--- src/rtl/cpu_types_pkg.sv ---
// Shared MIPS datapath types and the ID/EX payload carried by the pipeline latch.
package cpu_types_pkg;

   localparam int unsigned WORD_W  = 32;
   localparam int unsigned REG_W   = 5;
   localparam int unsigned ALUOP_W = 4;
   localparam int unsigned IMM_W   = 16;

   typedef logic [WORD_W-1:0] word_t;
   typedef logic [REG_W-1:0]  regbits_t;

   typedef enum logic [ALUOP_W-1:0] {
      ALU_SLL  = 4'b0000,
      ALU_SRL  = 4'b0001,
      ALU_ADD  = 4'b0010,
      ALU_SUB  = 4'b0011,
      ALU_AND  = 4'b0100,
      ALU_OR   = 4'b0101,
      ALU_XOR  = 4'b0110,
      ALU_NOR  = 4'b0111,
      ALU_SLT  = 4'b1010,
      ALU_SLTU = 4'b1011
   } aluop_t;

   typedef struct packed {
      word_t             pc4;
      word_t             rdat1;
      word_t             rdat2;
      logic [IMM_W-1:0]  imm;
      regbits_t          rs;
      regbits_t          rt;
      regbits_t          rd;
      regbits_t          shamt;
      logic [1:0]        tmpPC;
      logic [1:0]        RegDest;
      logic [1:0]        MemtoReg;
      aluop_t            ALUOP;
      logic              branch;
      logic              RegWEN;
      logic              ALUSrc;
      logic              ExtOp;
      logic              halt;
      logic              dmemREN;
      logic              dmemWEN;
   } id_ex_t;

endpackage

--- src/rtl/id_ex_latch_if.sv ---
// Decode-side inputs, execute-side outputs and hazard signals of the ID/EX latch.
interface id_ex_if;
   import cpu_types_pkg::*;

   logic        ihit;
   logic        mem_busy;
   logic        flush;

   word_t       id_pc4, id_rdat1, id_rdat2;
   logic [15:0] id_imm;
   regbits_t    id_rs, id_rt, id_rd, id_shamt;
   logic [1:0]  id_tmpPC, id_RegDest, id_MemtoReg;
   aluop_t      id_ALUOP;
   logic        id_branch, id_RegWEN, id_ALUSrc, id_ExtOp, id_halt, id_dmemREN, id_dmemWEN;

   word_t       ex_pc4, ex_rdat1, ex_rdat2;
   logic [15:0] ex_imm;
   regbits_t    ex_rs, ex_rt, ex_rd, ex_shamt;
   logic [1:0]  ex_tmpPC, ex_RegDest, ex_MemtoReg;
   aluop_t      ex_ALUOP;
   logic        ex_branch, ex_RegWEN, ex_ALUSrc, ex_ExtOp, ex_halt, ex_dmemREN, ex_dmemWEN;
   logic        ex_valid;
   regbits_t    ex_wsel;
   logic        stall;

   modport master (
      output ihit, mem_busy, flush,
      output id_pc4, id_rdat1, id_rdat2, id_imm, id_rs, id_rt, id_rd, id_shamt,
      output id_tmpPC, id_RegDest, id_MemtoReg, id_ALUOP,
      output id_branch, id_RegWEN, id_ALUSrc, id_ExtOp, id_halt, id_dmemREN, id_dmemWEN,
      input  ex_pc4, ex_rdat1, ex_rdat2, ex_imm, ex_rs, ex_rt, ex_rd, ex_shamt,
      input  ex_tmpPC, ex_RegDest, ex_MemtoReg, ex_ALUOP,
      input  ex_branch, ex_RegWEN, ex_ALUSrc, ex_ExtOp, ex_halt, ex_dmemREN, ex_dmemWEN,
      input  ex_valid, ex_wsel, stall
   );

   modport slave (
      input  ihit, mem_busy, flush,
      input  id_pc4, id_rdat1, id_rdat2, id_imm, id_rs, id_rt, id_rd, id_shamt,
      input  id_tmpPC, id_RegDest, id_MemtoReg, id_ALUOP,
      input  id_branch, id_RegWEN, id_ALUSrc, id_ExtOp, id_halt, id_dmemREN, id_dmemWEN,
      output ex_pc4, ex_rdat1, ex_rdat2, ex_imm, ex_rs, ex_rt, ex_rd, ex_shamt,
      output ex_tmpPC, ex_RegDest, ex_MemtoReg, ex_ALUOP,
      output ex_branch, ex_RegWEN, ex_ALUSrc, ex_ExtOp, ex_halt, ex_dmemREN, ex_dmemWEN,
      output ex_valid, ex_wsel, stall
   );

endinterface

--- src/rtl/id_ex_latch.sv ---
// ID/EX pipeline register with load-use stall detection, flush/stall bubbles
// and a sticky HALT that blocks every younger instruction until reset.
module id_ex_latch
   import cpu_types_pkg::*;
(
   input logic    CLK,
   input logic    RST,
   id_ex_if.slave bus
);

   id_ex_t   r_ex, w_ex_nxt, w_id;
   logic     r_valid, w_valid_nxt;
   regbits_t r_wsel, w_wsel_nxt, w_wsel_dec;
   logic     r_halted, w_halted_nxt;
   logic     w_uses_rs, w_uses_rt, w_stall;

   // Gather decode inputs into one payload
   always_comb begin
      w_id          = '0;
      w_id.pc4      = bus.id_pc4;
      w_id.rdat1    = bus.id_rdat1;
      w_id.rdat2    = bus.id_rdat2;
      w_id.imm      = bus.id_imm;
      w_id.rs       = bus.id_rs;
      w_id.rt       = bus.id_rt;
      w_id.rd       = bus.id_rd;
      w_id.shamt    = bus.id_shamt;
      w_id.tmpPC    = bus.id_tmpPC;
      w_id.RegDest  = bus.id_RegDest;
      w_id.MemtoReg = bus.id_MemtoReg;
      w_id.ALUOP    = bus.id_ALUOP;
      w_id.branch   = bus.id_branch;
      w_id.RegWEN   = bus.id_RegWEN;
      w_id.ALUSrc   = bus.id_ALUSrc;
      w_id.ExtOp    = bus.id_ExtOp;
      w_id.halt     = bus.id_halt;
      w_id.dmemREN  = bus.id_dmemREN;
      w_id.dmemWEN  = bus.id_dmemWEN;
   end

   // Destination select; the undefined RegDest encoding writes nowhere
   always_comb begin
      w_wsel_dec = '0;
      case (bus.id_RegDest)
         2'd0:    w_wsel_dec = bus.id_rd;
         2'd1:    w_wsel_dec = bus.id_rt;
         2'd2:    w_wsel_dec = REG_W'(31);
         default: w_wsel_dec = '0;
      endcase
   end

   // Load-use hazard against the load currently in EX
   assign w_uses_rs = (bus.id_tmpPC != 2'd2) && (bus.id_MemtoReg != 2'd2);
   assign w_uses_rt = !bus.id_ALUSrc || bus.id_dmemWEN;
   assign w_stall   = r_valid && r_ex.dmemREN && r_ex.RegWEN && (r_wsel != '0)
                    && ((w_uses_rs && (r_wsel == bus.id_rs)) ||
                        (w_uses_rt && (r_wsel == bus.id_rt)))
                    && !bus.flush && !r_halted;

   // Next state: hold on mem_busy, otherwise load only a fresh, unblocked instruction
   always_comb begin
      w_ex_nxt     = r_ex;
      w_valid_nxt  = r_valid;
      w_wsel_nxt   = r_wsel;
      w_halted_nxt = r_halted;
      if (!bus.mem_busy) begin
         w_ex_nxt    = '0;
         w_valid_nxt = 1'b0;
         w_wsel_nxt  = '0;
         if (!r_halted && !bus.flush && !w_stall && bus.ihit) begin
            w_ex_nxt     = w_id;
            w_valid_nxt  = 1'b1;
            w_wsel_nxt   = w_wsel_dec;
            w_halted_nxt = bus.id_halt;
         end
      end
   end

   always_ff @(posedge CLK or posedge RST) begin
      if (RST) begin
         r_ex     <= '0;
         r_valid  <= 1'b0;
         r_wsel   <= '0;
         r_halted <= 1'b0;
      end else begin
         r_ex     <= w_ex_nxt;
         r_valid  <= w_valid_nxt;
         r_wsel   <= w_wsel_nxt;
         r_halted <= w_halted_nxt;
      end
   end

   assign bus.ex_pc4      = r_ex.pc4;
   assign bus.ex_rdat1    = r_ex.rdat1;
   assign bus.ex_rdat2    = r_ex.rdat2;
   assign bus.ex_imm      = r_ex.imm;
   assign bus.ex_rs       = r_ex.rs;
   assign bus.ex_rt       = r_ex.rt;
   assign bus.ex_rd       = r_ex.rd;
   assign bus.ex_shamt    = r_ex.shamt;
   assign bus.ex_tmpPC    = r_ex.tmpPC;
   assign bus.ex_RegDest  = r_ex.RegDest;
   assign bus.ex_MemtoReg = r_ex.MemtoReg;
   assign bus.ex_ALUOP    = r_ex.ALUOP;
   assign bus.ex_branch   = r_ex.branch;
   assign bus.ex_RegWEN   = r_ex.RegWEN;
   assign bus.ex_ALUSrc   = r_ex.ALUSrc;
   assign bus.ex_ExtOp    = r_ex.ExtOp;
   assign bus.ex_halt     = r_ex.halt;
   assign bus.ex_dmemREN  = r_ex.dmemREN;
   assign bus.ex_dmemWEN  = r_ex.dmemWEN;
   assign bus.ex_valid    = r_valid;
   assign bus.ex_wsel     = r_wsel;
   assign bus.stall       = w_stall;

endmodule
--- src/flat_wrapper.sv ---
// flat-port wrapper written by rule: the top's interface ports become plain ports
module id_ex_latch_flat import cpu_types_pkg::*;
  (CLK, RST, bus_ihit, bus_mem_busy, bus_flush, bus_id_pc4, bus_id_rdat1, bus_id_rdat2, bus_id_imm, bus_id_rs, bus_id_rt, bus_id_rd, bus_id_shamt, bus_id_tmpPC, bus_id_RegDest, bus_id_MemtoReg, bus_id_ALUOP, bus_id_branch, bus_id_RegWEN, bus_id_ALUSrc, bus_id_ExtOp, bus_id_halt, bus_id_dmemREN, bus_id_dmemWEN, bus_ex_pc4, bus_ex_rdat1, bus_ex_rdat2, bus_ex_imm, bus_ex_rs, bus_ex_rt, bus_ex_rd, bus_ex_shamt, bus_ex_tmpPC, bus_ex_RegDest, bus_ex_MemtoReg, bus_ex_ALUOP, bus_ex_branch, bus_ex_RegWEN, bus_ex_ALUSrc, bus_ex_ExtOp, bus_ex_halt, bus_ex_dmemREN, bus_ex_dmemWEN, bus_ex_valid, bus_ex_wsel, bus_stall);
  id_ex_if bus_i ();
  input logic CLK;
  input logic RST;
  input wire logic [$bits(bus_i.ihit)-1:0] bus_ihit;
  input wire logic [$bits(bus_i.mem_busy)-1:0] bus_mem_busy;
  input wire logic [$bits(bus_i.flush)-1:0] bus_flush;
  input wire logic [$bits(bus_i.id_pc4)-1:0] bus_id_pc4;
  input wire logic [$bits(bus_i.id_rdat1)-1:0] bus_id_rdat1;
  input wire logic [$bits(bus_i.id_rdat2)-1:0] bus_id_rdat2;
  input wire logic [$bits(bus_i.id_imm)-1:0] bus_id_imm;
  input wire logic [$bits(bus_i.id_rs)-1:0] bus_id_rs;
  input wire logic [$bits(bus_i.id_rt)-1:0] bus_id_rt;
  input wire logic [$bits(bus_i.id_rd)-1:0] bus_id_rd;
  input wire logic [$bits(bus_i.id_shamt)-1:0] bus_id_shamt;
  input wire logic [$bits(bus_i.id_tmpPC)-1:0] bus_id_tmpPC;
  input wire logic [$bits(bus_i.id_RegDest)-1:0] bus_id_RegDest;
  input wire logic [$bits(bus_i.id_MemtoReg)-1:0] bus_id_MemtoReg;
  input wire logic [$bits(bus_i.id_ALUOP)-1:0] bus_id_ALUOP;
  input wire logic [$bits(bus_i.id_branch)-1:0] bus_id_branch;
  input wire logic [$bits(bus_i.id_RegWEN)-1:0] bus_id_RegWEN;
  input wire logic [$bits(bus_i.id_ALUSrc)-1:0] bus_id_ALUSrc;
  input wire logic [$bits(bus_i.id_ExtOp)-1:0] bus_id_ExtOp;
  input wire logic [$bits(bus_i.id_halt)-1:0] bus_id_halt;
  input wire logic [$bits(bus_i.id_dmemREN)-1:0] bus_id_dmemREN;
  input wire logic [$bits(bus_i.id_dmemWEN)-1:0] bus_id_dmemWEN;
  output wire logic [$bits(bus_i.ex_pc4)-1:0] bus_ex_pc4;
  output wire logic [$bits(bus_i.ex_rdat1)-1:0] bus_ex_rdat1;
  output wire logic [$bits(bus_i.ex_rdat2)-1:0] bus_ex_rdat2;
  output wire logic [$bits(bus_i.ex_imm)-1:0] bus_ex_imm;
  output wire logic [$bits(bus_i.ex_rs)-1:0] bus_ex_rs;
  output wire logic [$bits(bus_i.ex_rt)-1:0] bus_ex_rt;
  output wire logic [$bits(bus_i.ex_rd)-1:0] bus_ex_rd;
  output wire logic [$bits(bus_i.ex_shamt)-1:0] bus_ex_shamt;
  output wire logic [$bits(bus_i.ex_tmpPC)-1:0] bus_ex_tmpPC;
  output wire logic [$bits(bus_i.ex_RegDest)-1:0] bus_ex_RegDest;
  output wire logic [$bits(bus_i.ex_MemtoReg)-1:0] bus_ex_MemtoReg;
  output wire logic [$bits(bus_i.ex_ALUOP)-1:0] bus_ex_ALUOP;
  output wire logic [$bits(bus_i.ex_branch)-1:0] bus_ex_branch;
  output wire logic [$bits(bus_i.ex_RegWEN)-1:0] bus_ex_RegWEN;
  output wire logic [$bits(bus_i.ex_ALUSrc)-1:0] bus_ex_ALUSrc;
  output wire logic [$bits(bus_i.ex_ExtOp)-1:0] bus_ex_ExtOp;
  output wire logic [$bits(bus_i.ex_halt)-1:0] bus_ex_halt;
  output wire logic [$bits(bus_i.ex_dmemREN)-1:0] bus_ex_dmemREN;
  output wire logic [$bits(bus_i.ex_dmemWEN)-1:0] bus_ex_dmemWEN;
  output wire logic [$bits(bus_i.ex_valid)-1:0] bus_ex_valid;
  output wire logic [$bits(bus_i.ex_wsel)-1:0] bus_ex_wsel;
  output wire logic [$bits(bus_i.stall)-1:0] bus_stall;
  assign bus_i.ihit = bus_ihit;
  assign bus_i.mem_busy = bus_mem_busy;
  assign bus_i.flush = bus_flush;
  assign bus_i.id_pc4 = bus_id_pc4;
  assign bus_i.id_rdat1 = bus_id_rdat1;
  assign bus_i.id_rdat2 = bus_id_rdat2;
  assign bus_i.id_imm = bus_id_imm;
  assign bus_i.id_rs = bus_id_rs;
  assign bus_i.id_rt = bus_id_rt;
  assign bus_i.id_rd = bus_id_rd;
  assign bus_i.id_shamt = bus_id_shamt;
  assign bus_i.id_tmpPC = bus_id_tmpPC;
  assign bus_i.id_RegDest = bus_id_RegDest;
  assign bus_i.id_MemtoReg = bus_id_MemtoReg;
  assign bus_i.id_ALUOP = bus_id_ALUOP;
  assign bus_i.id_branch = bus_id_branch;
  assign bus_i.id_RegWEN = bus_id_RegWEN;
  assign bus_i.id_ALUSrc = bus_id_ALUSrc;
  assign bus_i.id_ExtOp = bus_id_ExtOp;
  assign bus_i.id_halt = bus_id_halt;
  assign bus_i.id_dmemREN = bus_id_dmemREN;
  assign bus_i.id_dmemWEN = bus_id_dmemWEN;
  assign bus_ex_pc4 = bus_i.ex_pc4;
  assign bus_ex_rdat1 = bus_i.ex_rdat1;
  assign bus_ex_rdat2 = bus_i.ex_rdat2;
  assign bus_ex_imm = bus_i.ex_imm;
  assign bus_ex_rs = bus_i.ex_rs;
  assign bus_ex_rt = bus_i.ex_rt;
  assign bus_ex_rd = bus_i.ex_rd;
  assign bus_ex_shamt = bus_i.ex_shamt;
  assign bus_ex_tmpPC = bus_i.ex_tmpPC;
  assign bus_ex_RegDest = bus_i.ex_RegDest;
  assign bus_ex_MemtoReg = bus_i.ex_MemtoReg;
  assign bus_ex_ALUOP = bus_i.ex_ALUOP;
  assign bus_ex_branch = bus_i.ex_branch;
  assign bus_ex_RegWEN = bus_i.ex_RegWEN;
  assign bus_ex_ALUSrc = bus_i.ex_ALUSrc;
  assign bus_ex_ExtOp = bus_i.ex_ExtOp;
  assign bus_ex_halt = bus_i.ex_halt;
  assign bus_ex_dmemREN = bus_i.ex_dmemREN;
  assign bus_ex_dmemWEN = bus_i.ex_dmemWEN;
  assign bus_ex_valid = bus_i.ex_valid;
  assign bus_ex_wsel = bus_i.ex_wsel;
  assign bus_stall = bus_i.stall;
  id_ex_latch u_core (.CLK(CLK), .RST(RST), .bus(bus_i));
endmodule
--- config.mk ---
export PLATFORM = sky130hd
export DESIGN_NAME = id_ex_latch_flat
export DESIGN_NICKNAME = d
export VERILOG_FILES = /design/src/rtl/cpu_types_pkg.sv /design/src/rtl/id_ex_latch_if.sv /design/src/rtl/id_ex_latch.sv /design/src/flat_wrapper.sv
export SDC_FILE = /design/constraint.sdc
export NUM_CORES = 1
export LEC_CHECK = 0
export CAP_MARGIN = 20
export CORE_MARGIN = 3
export CORE_UTILIZATION = 40
export CTS_BUF_LIST = sky130_fd_sc_hd__clkbuf_2
export DETAILED_ROUTE_END_ITERATION = 10
export GPL_TIMING_DRIVEN = 0
export MAX_ROUTING_LAYER = met4
export PLACE_DENSITY = 0.88
export SLEW_MARGIN = 20
export SYNTH_ARGS = -nofsm -noshare
export SYNTH_HDL_FRONTEND = slang
export SYNTH_SLANG_ARGS = --single-unit
--- constraint.sdc ---
create_clock -name CLK -period 4.9 [get_ports CLK]
set_input_delay 0.98 -clock CLK [delete_from_list [all_inputs] [get_ports CLK]]
set_output_delay 0.98 -clock CLK [all_outputs]
set_load 0.005 [all_outputs]
# Word level (Yosys, flattened, before mapping)
# Cells that the tools add are included.
# totals
ff_bits,156
in_bits,154
output_inout_bits,156
wordCells,54
# classes
eq_ne,6
n_mux,4
n_bitwise,1
n_reduce_logical,21
# ops
cell,n
2-to-1 mux 149 bit,1
one-hot mux 5 bit (3 select lines),1
logical AND 1 bit,12
== test 5 bit,2
2-to-1 mux 5 bit,1
nonzero test 5 bit,1
logical NOT 1 bit,4
!= test 2 bit (second input constant),2
== test 2 x 1 -> 1 bit (second input constant),1
== test 2 bit (second input constant),1
logical NOT 2 bit,1
logical OR 1 bit,2
AND reduction 2 bit,1
2-to-1 mux 1 bit,1
inverter 1 bit,1

# Logic depth before layout (Yosys ltp)
# Gate-level depths: netlist (run 1).
# depth
depth_word,11
depth_mapped,6
ltp_nobuf,4

# Least setup slack after synthesis (run 1)
# OpenSTA, ideal clock, no wires.
# synth_timing
kind,in2out
start,in bus_id_rs[0]
end,out bus_stall
t_arrival_ns,1.903
t_required_ns,3.920
path_slack_ns,2.017
cell_stages,5
n_path_buf,1
path_cell_list,xnor2_1 > o221ai_1 > o22ai_1 > clkbuf_1 > nor2b_1
# synth_via
elab_chain_len,6
# synth_lines
item,line_no,source
"start, declared",flat_wrapper.sv:14,input wire logic [$bits(bus_i.id_rs)-1:0] bus_id_rs;
== test 5 bit,id_ex_latch.sv:56,&& ((w_uses_rs && (r_wsel == bus.id_rs)) ||
logical AND 1 bit,id_ex_latch.sv:56,
logical OR 1 bit,id_ex_latch.sv:56,
logical AND 1 bit,id_ex_latch.sv:56,
logical AND 1 bit (2 in a row),id_ex_latch.sv:58,&& !bus.flush && !r_halted;
"end, declared",flat_wrapper.sv:50,output wire logic [$bits(bus_i.stall)-1:0] bus_stall;
# No other way between the ends.

# Worst setup path after layout (run 1)
# Ends and elaborated chain as after synthesis.

==> results of run 1 <==
cell type report:
class,count,area (µm²),area share [%]
Clock inverter,15,171,1.56
Sequential cell,156,3900,35.4
Tap cell,225,282,2.56
Multi-Input combinational cell,500,2960,26.9
Buffer,87,403,3.66
Inverter,4,18.8,0.170
Antenna cell,1,2.50,0.0227
Timing Repair Buffer,314,3190,29.0
Clock buffer,17,85.1,0.772
stage by stage:
stage	cell area [µm²]	setup WS (ns)	cells	util, %	total power, mW
5_1_grt	11000	0.175	1319	62.8	3.15
6_report	11000	0.422	1319	62.8	3.00
3_5_place_dp	10800	0.385	1286	61.4	2.25
3_3_place_gp	10700	0.391	1281	60.8	2.23
4_1_cts	11000	0.383	1318	62.8	3.02
2_1_floorplan	7280	1.95	747	-	1.73
path summary, 6_finish.rpt:
| kind | from | endpoint | cells after the start | slack [ns] |
|---|---|---|---|---|
| max | bus_id_rs[0] | bus_stall | 7 | 0.42 |
| min | u_core.bus.ex_pc4[29]$_DFFE_PP0N_ | u_core.bus.ex_pc4[29]$_DFFE_PP0N_ | 2 | 0.52 |
| max reg2reg | u_core.bus.ex_wsel[1]$_DFFE_PP0N_ | u_core.bus.ex_rdat1[1]$_DFFE_PP0N_ | 6 | 2.45 |
| min reg2reg | u_core.bus.ex_pc4[29]$_DFFE_PP0N_ | u_core.bus.ex_pc4[29]$_DFFE_PP0N_ | 2 | 0.52 |
| max in group asynchronous | RST | u_core.bus.ex_pc4[21]$_DFFE_PP0N_ | 4 | 3.63 |
| min in group asynchronous | RST | u_core.bus.ex_pc4[28]$_DFFE_PP0N_ | 2 | 0.58 |
layer usage:
metal | wire length (µm) | track usage [%] | vias up
li1 | - | - | 3521
met4 | 425 | 6.22 | 0
met2 | 13700 | 45.9 | 432
met5 | 0 | - | -
met1 | 11000 | 34.9 | 3806
met3 | 2340 | 6.89 | 30
cells by family (layout without fill, tap and decap cells):
family,count (synthesis),in the layout
AND/OR/NAND/NOR,169,169
flip-flops,156,156
buffers and inverters,91,437
XOR/XNOR,10,10
AO/OA/AOI/OAI,321,321
other,0,1
cell usage in the layout (no fill, tap or decap), types with 3 or more instances in the layout:
cell type	n
clkdlybuf4s50_1	309
nand2_1	156
dfrtp_1	156
a32oi_1	154
o21ai_0	125
clkbuf_1	59
o21ai_1	29
clkbuf_2	17
buf_4	12
xnor2_1	10
buf_2	7
o22ai_1	6
nor2_1	6
buf_1	6
buf_12	5
inv_1	3
buf_6	3
clkinvlp_4	3
o31ai_1	3
clkinv_2	3
bufinv_16	3
clkinv_4	3
power by group through the flow:
stage	combinational [mW]	sequential (mW)	clock (mW)
final	0.729	1.50	0.767
after global routing	0.789	1.52	0.846
after CTS	0.731	1.50	0.792
after detailed placement	0.729	1.52	0
after global placement	0.704	1.52	0
after floorplan	0.215	1.52	0
sequential cells by signal, indices dropped and copies added (netlist names), 2 cells and up:
| signal | flops |
|---|---|
| u_core.bus.ex_pc4 | 32 |
| u_core.bus.ex_rdat1 | 32 |
| u_core.bus.ex_rdat2 | 32 |
| u_core.bus.ex_imm | 16 |
| u_core.bus.ex_rd | 5 |
| u_core.bus.ex_rs | 5 |
| u_core.bus.ex_rt | 5 |
| u_core.bus.ex_shamt | 5 |
| u_core.bus.ex_wsel | 5 |
| u_core.bus.ex_ALUOP | 4 |
| u_core.bus.ex_MemtoReg | 2 |
| u_core.bus.ex_RegDest | 2 |
| u_core.bus.ex_tmpPC | 2 |
synth_stat cells:
master	n	area, µm²
nand3b_1	1	7.51
nand2_1	156	586
a31oi_1	1	6.26
buf_6	3	33.8
xnor2_1	10	87.6
o221ai_1	1	8.76
nor4b_1	1	8.76
nand4_1	2	12.5
buf_1	6	22.5
and3_1	1	6.26
inv_1	4	15.0
o21ai_1	29	145
o21ai_0	125	626
or4_1	1	7.51
buf_4	12	90.1
o31ai_1	3	22.5
nor2b_1	1	6.26
nor2_1	6	22.5
o211ai_2	1	12.5
buf_2	7	35.0
dfrtp_1	156	3900
a32oi_1	154	1350
a22oi_1	1	7.51
o22ai_1	6	37.5
clkbuf_1	59	221
tightest hold or removal path, stage by stage, from the launching register on:
cell and delay, ns:
dfrtp_1 0.39, a32oi_1 0.05, o21ai_0 0.06
==> flow_metrics.tcl, run 1 <==
set metrics [dict create \
    cap_viol_max_count 0 \
    power_switching_mw 0.882 \
    port-buffer-count 309 \
    area_delta_synth_final_pct 51.3 \
    global_route_wire_length_before_repair_mm 42.7 \
    dieHeight_um 141 \
    drt_iter0_drc 628 \
    cts_root_buffer "clkbuf_2" \
    min_period_over_period_pct 91.4 \
    syn_area_per_cell_um2 9.75 \
    number_of_nets_at_the_end_of_the_flow 1234 \
    grt_start_max_net_pins 34 \
    area_fraction_in_and_or_nand_and_nor_cells_after_synthesis_pct 9.02 \
    netlist-cell-type-count 25 \
    worst_hold_slack_ns 0.516 \
    critical_path_required_ns 3.92 \
    critical_path_class "input port to output pin" \
    detail-route-antenna-nets 0 \
    finalWorstPathRequiredPeriod_ns 4.48 \
    first_global_vias 7662 \
    sw_frac_of_total_pct 29.4 \
    design.die.area_mm2 0.0199 \
    count_of_vias_placed_by_the_detailed_router 7789 \
    cts_post_setup_buffers_inserted 0 \
    p_per_area_mw_per_mm2 272 \
    vdd.ir_drop.worst_mv 0.157 \
    synthesis.instances 747 \
    fin_setup_tns_ns 0 \
    clock_tree_buffer_depth 2 \
    final.setup_skew_ns 0.0349 \
    place_congestion 0.915 \
    std_cell_rows 48 \
    hpwl_mm 20.4 \
    worst-slew-pin-transition_ns 0.705 \
    cts_hold_buf 0 \
    yosys_warnings 0 \
    worstPathBufferInverterCount 3 \
    synth-compound-area-share_pct 30.4 \
    avgViaCountPerCell 5.91 \
    postSynthNetCount 901 \
    timing.critical_path.from_type "input port" \
    rsz0062_at_grt "no" \
    synth_top_family_by_area "compound AO/OA/AOI/OAI gates" \
    gr-usage-all-layers_pct 27.8 \
    timing.max_slew.rel_slack_pct 53.0 \
    n_fill_cell 1439 \
    grt_overflow 0 \
    clkLatencyLatePin_ns 0.71 \
    drt_pass1_iterations 5 \
    power.static_leakage_nw 4.17 \
    power_frac_clock_pct 25.6 \
    synth.ff_latch_count 156 \
    critPathMostFrequentCell "clkdlybuf4s50_1" \
    synth_sequential_area_ratio_pct 53.6 \
    cts_tree "built" \
    fraction_of_power_consumed_by_combinational_cells_pct 24.3 \
    detail_route.wirelength_mm 27.5 \
    post_synth_mux_area_share_pct 0 \
    wl_per_cell_um 20.8 \
    design.core.area_mm2 0.0175 \
    drt_drc_violations_left 0 \
    crit_family "buffers and inverters" \
    h-tree-depth 4 \
    critical_path_peak_fanout 10 \
    boundaryPins 310 \
    cp_data_arrival_time_ns 3.50 \
    tritoncts.num_buffers 17 \
    setup_viol 0 \
    chipWidth_um 141 \
    slew_viol_final 0 \
    final_hold_vio_count 0 \
    grt_antenna_before_repair 1 \
    crit_path_cell_trace "clkdlybuf4s50_1 > xnor2_1 > o221ai_1 > o22ai_1 > clkbuf_1 > nor2b_1 > clkdlybuf4s50_1" \
    synth-adder-area-share_pct 0 \
    cts.repair.resized 0 \
    power.internal_mw 2.12 \
    max_freq_ghz 0.223 \
    result_of_the_run "finished clean" \
    cpPeakStageDelay_ns 0.59 \
    power.sequential.fraction_pct 50.1 \
    crit_path_end_kind "output pin" \
    post_synth_xor_area_fraction_pct 1.20 \
    syn-cell-area_mm2 0.00728 \
    slowest_stage "clkdlybuf4s50_1" \
    cts_num_sinks 156 \
    clk_pin_slew_worst_paths_ns 0.20 \
    layout-drive-gt1-share_pct 5.40 \
    initial_core_utilization_pct 41.5 \
    holdCritPathClass "flop to flop" \
]
Note: power is estimated with default switching activity, not from simulation.
==> run 2, diff against run 1 <==
ABC_CLOCK_PERIOD_IN_PS = 4900   (was not set)
==> results of run 2 <==
Final layout, timing and power as in run 1 (identical DEF).
==> run 3, diff against run 2 <==
CORE_AREA = 3 3 118 120   (was not set)
CORE_MARGIN = not set   (was 3)
CORE_UTILIZATION = not set   (was 40)
DIE_AREA = 0 0 121 123   (was not set)
DONT_BUFFER_PORTS = 1   (was not set)
PLACE_DENSITY = 0.83   (was 0.88)
SETUP_SLACK_MARGIN = 0.4   (was not set)
==> run 3 against run 2 <==
  * Non-clock buffer count down 309
  * Power down 18%
  * Maximum frequency up 20%
  * Core utilization down 3.3 points
  * Via count down 13%
  * Critical path type is now flop to output pin
  * Largest cell class unchanged
  * Highest routed layer unchanged
==> flow_metrics.tcl, run 3 (same netlist as run 1, synthesis figures left out) <==
set metrics [dict create \
    critical_path_peak_fanout 10 \
    worst-slew-pin-transition_ns 0.710 \
    port-buffer-count 0 \
    grt_overflow 0 \
    global_route.peak_usage_layer "met2" \
    hpwl_mm 18.0 \
    wl_per_cell_um 25.1 \
    crit_path_cell_trace "xnor2_1 > nand4_1 > o22ai_1 > clkbuf_1 > nor2b_1" \
    worstPathBufferInverterCount 1 \
    area_delta_synth_final_pct 6.99 \
    result_of_the_run "finished clean" \
    detail_route.wirelength_mm 24.0 \
    global_route_wire_length_before_repair_mm 36.2 \
    clkLatencyLatePin_ns 0.71 \
    max_freq_ghz 0.267 \
    p_per_area_mw_per_mm2 316 \
    design.core.area_mm2 0.0131 \
    slew_viol_final 0 \
    timing.critical_path.from_type "flop" \
    critical_path_required_ns 3.92 \
    h-tree-depth 4 \
    cts_num_sinks 156 \
    groute.layer.met2.usage_pct 51.8 \
    count_of_vias_placed_by_the_detailed_router 6798 \
    final.setup_skew_ns 0.0327 \
    fin_setup_tns_ns 0 \
    chipWidth_um 121 \
    rsz0062_at_grt "no" \
    mostFrequentLayoutCells "156 x nand2_1, 156 x dfrtp_1, 154 x a32oi_1, 125 x o21ai_0, 59 x clkbuf_1" \
    cap_viol_max_count 0 \
    drt_iter0_drc 652 \
    cts_post_setup_buffers_inserted 0 \
    place_ws_ns 1.45 \
    critical_path_class "flop to output pin" \
    cts_tree "built" \
    first_global_vias 6556 \
    number_of_nets_at_the_end_of_the_flow 925 \
    setup_viol 0 \
    met1_use_gr_pct 36.9 \
    final_hold_vio_count 0 \
    holdCritPathClass "input port to async pin" \
    design.die.area_mm2 0.0149 \
    initial_core_utilization_pct 55.6 \
    insertedDiodeCount 0 \
    worst_hold_slack_ns 0.119 \
    power.static_leakage_nw 2.99 \
    dieHeight_um 123 \
    power.total_mw 2.46 \
    slowest_stage "dfrtp_1" \
    setup_ws_ns 1.16 \
    vdd.ir_drop.worst_mv 0.183 \
    detail-route-antenna-nets 0 \
    drt_pass1_iterations 5 \
    cp_data_arrival_time_ns 2.76 \
    global_routing_met3_resource_utilization_pct 11.6 \
    cts.repair.resized 0 \
    cts_hold_buf 0 \
    clock_tree_buffer_depth 2 \
    clk_pin_slew_worst_paths_ns 0.22 \
    avgViaCountPerCell 7.10 \
    tritoncts.num_buffers 17 \
    dpl.cell_count 928 \
    grt_antenna_before_repair 0 \
    finalWorstPathRequiredPeriod_ns 3.74 \
    gr-usage-all-layers_pct 32.2 \
    place_congestion 0.909 \
    boundaryPins 310 \
    drt_drc_violations_left 0 \
    min_period_over_period_pct 76.4 \
    crit_family "flip-flops" \
    cts_root_buffer "clkbuf_2" \
    timing.max_slew.rel_slack_pct 52.6 \
    grt_start_max_net_pins 38 \
    crit_path_end_kind "output pin" \
    finalNonFillerCells 958 \
    cpPeakStageDelay_ns 0.51 \
    layout-drive-gt1-share_pct 7.03 \
    std_cell_rows 42 \
]
-- run 3: changes by cell type in the layout (fill, tap and decap cells not counted), sizes merged --
cell	change
inv	-2
clkbuf	+3
diode	-1
clkdlybuf4s50	-309
bufinv	-2
clkinvlp	+1
clkinv	-2
-- run 3: layout make-up --
type	instances	area [µm²]
Inverter	4	18.8
Clock inverter	10	77.6
Fill cell	1099	5300
Timing Repair Buffer	5	108
Buffer	87	403
Clock buffer	20	100
Sequential cell	156	3900
Tap cell	176	220
Multi-Input combinational cell	500	2960
-- run 3: worst paths after layout --
check	startpoint	to	slack (ns)	cells after the start
setup / recovery	u_core.bus.ex_wsel[4]$_DFFE_PP0N_	bus_stall	1.16	5
hold / removal	RST	u_core.bus.ex_pc4[26]$_DFFE_PP0N_	0.12	1
setup reg to reg	u_core.bus.ex_wsel[4]$_DFFE_PP0N_	u_core.bus.ex_wsel[4]$_DFFE_PP0N_	2.37	6
hold reg to reg	u_core.bus.ex_rdat1[3]$_DFFE_PP0N_	u_core.bus.ex_rdat1[3]$_DFFE_PP0N_	0.55	2
max in group asynchronous	RST	u_core.bus.ex_pc4[0]$_DFFE_PP0N_	4.04	3
min in group CLK	bus_id_imm[12]	u_core.bus.ex_imm[12]$_DFFE_PP0N_	0.35	2
-- run 3: report_power, final --
part	switching [mW]	internal, mW	total [mW]	leakage (nW)
clock	0.443	0.174	0.616	0.112
combinational	0.188	0.107	0.295	0.785
sequential	0.133	1.41	1.55	2.09
-- run 3: per-stage QoR --
stage	cell area (µm²)	utilization (%)
after floorplan	7280	-
after CTS	7790	59.5
after global placement	7500	57.4
after detailed placement	7610	58.2
after global routing	7790	59.5
final	7790	59.5
-- run 3: per-layer routing --
layer / up-vias / wire, µm
met5: - / 0
met4: 0 / 658
met3: 68 / 3060
met2: 519 / 12000
met1: 3326 / 8340
li1: 2885 / -
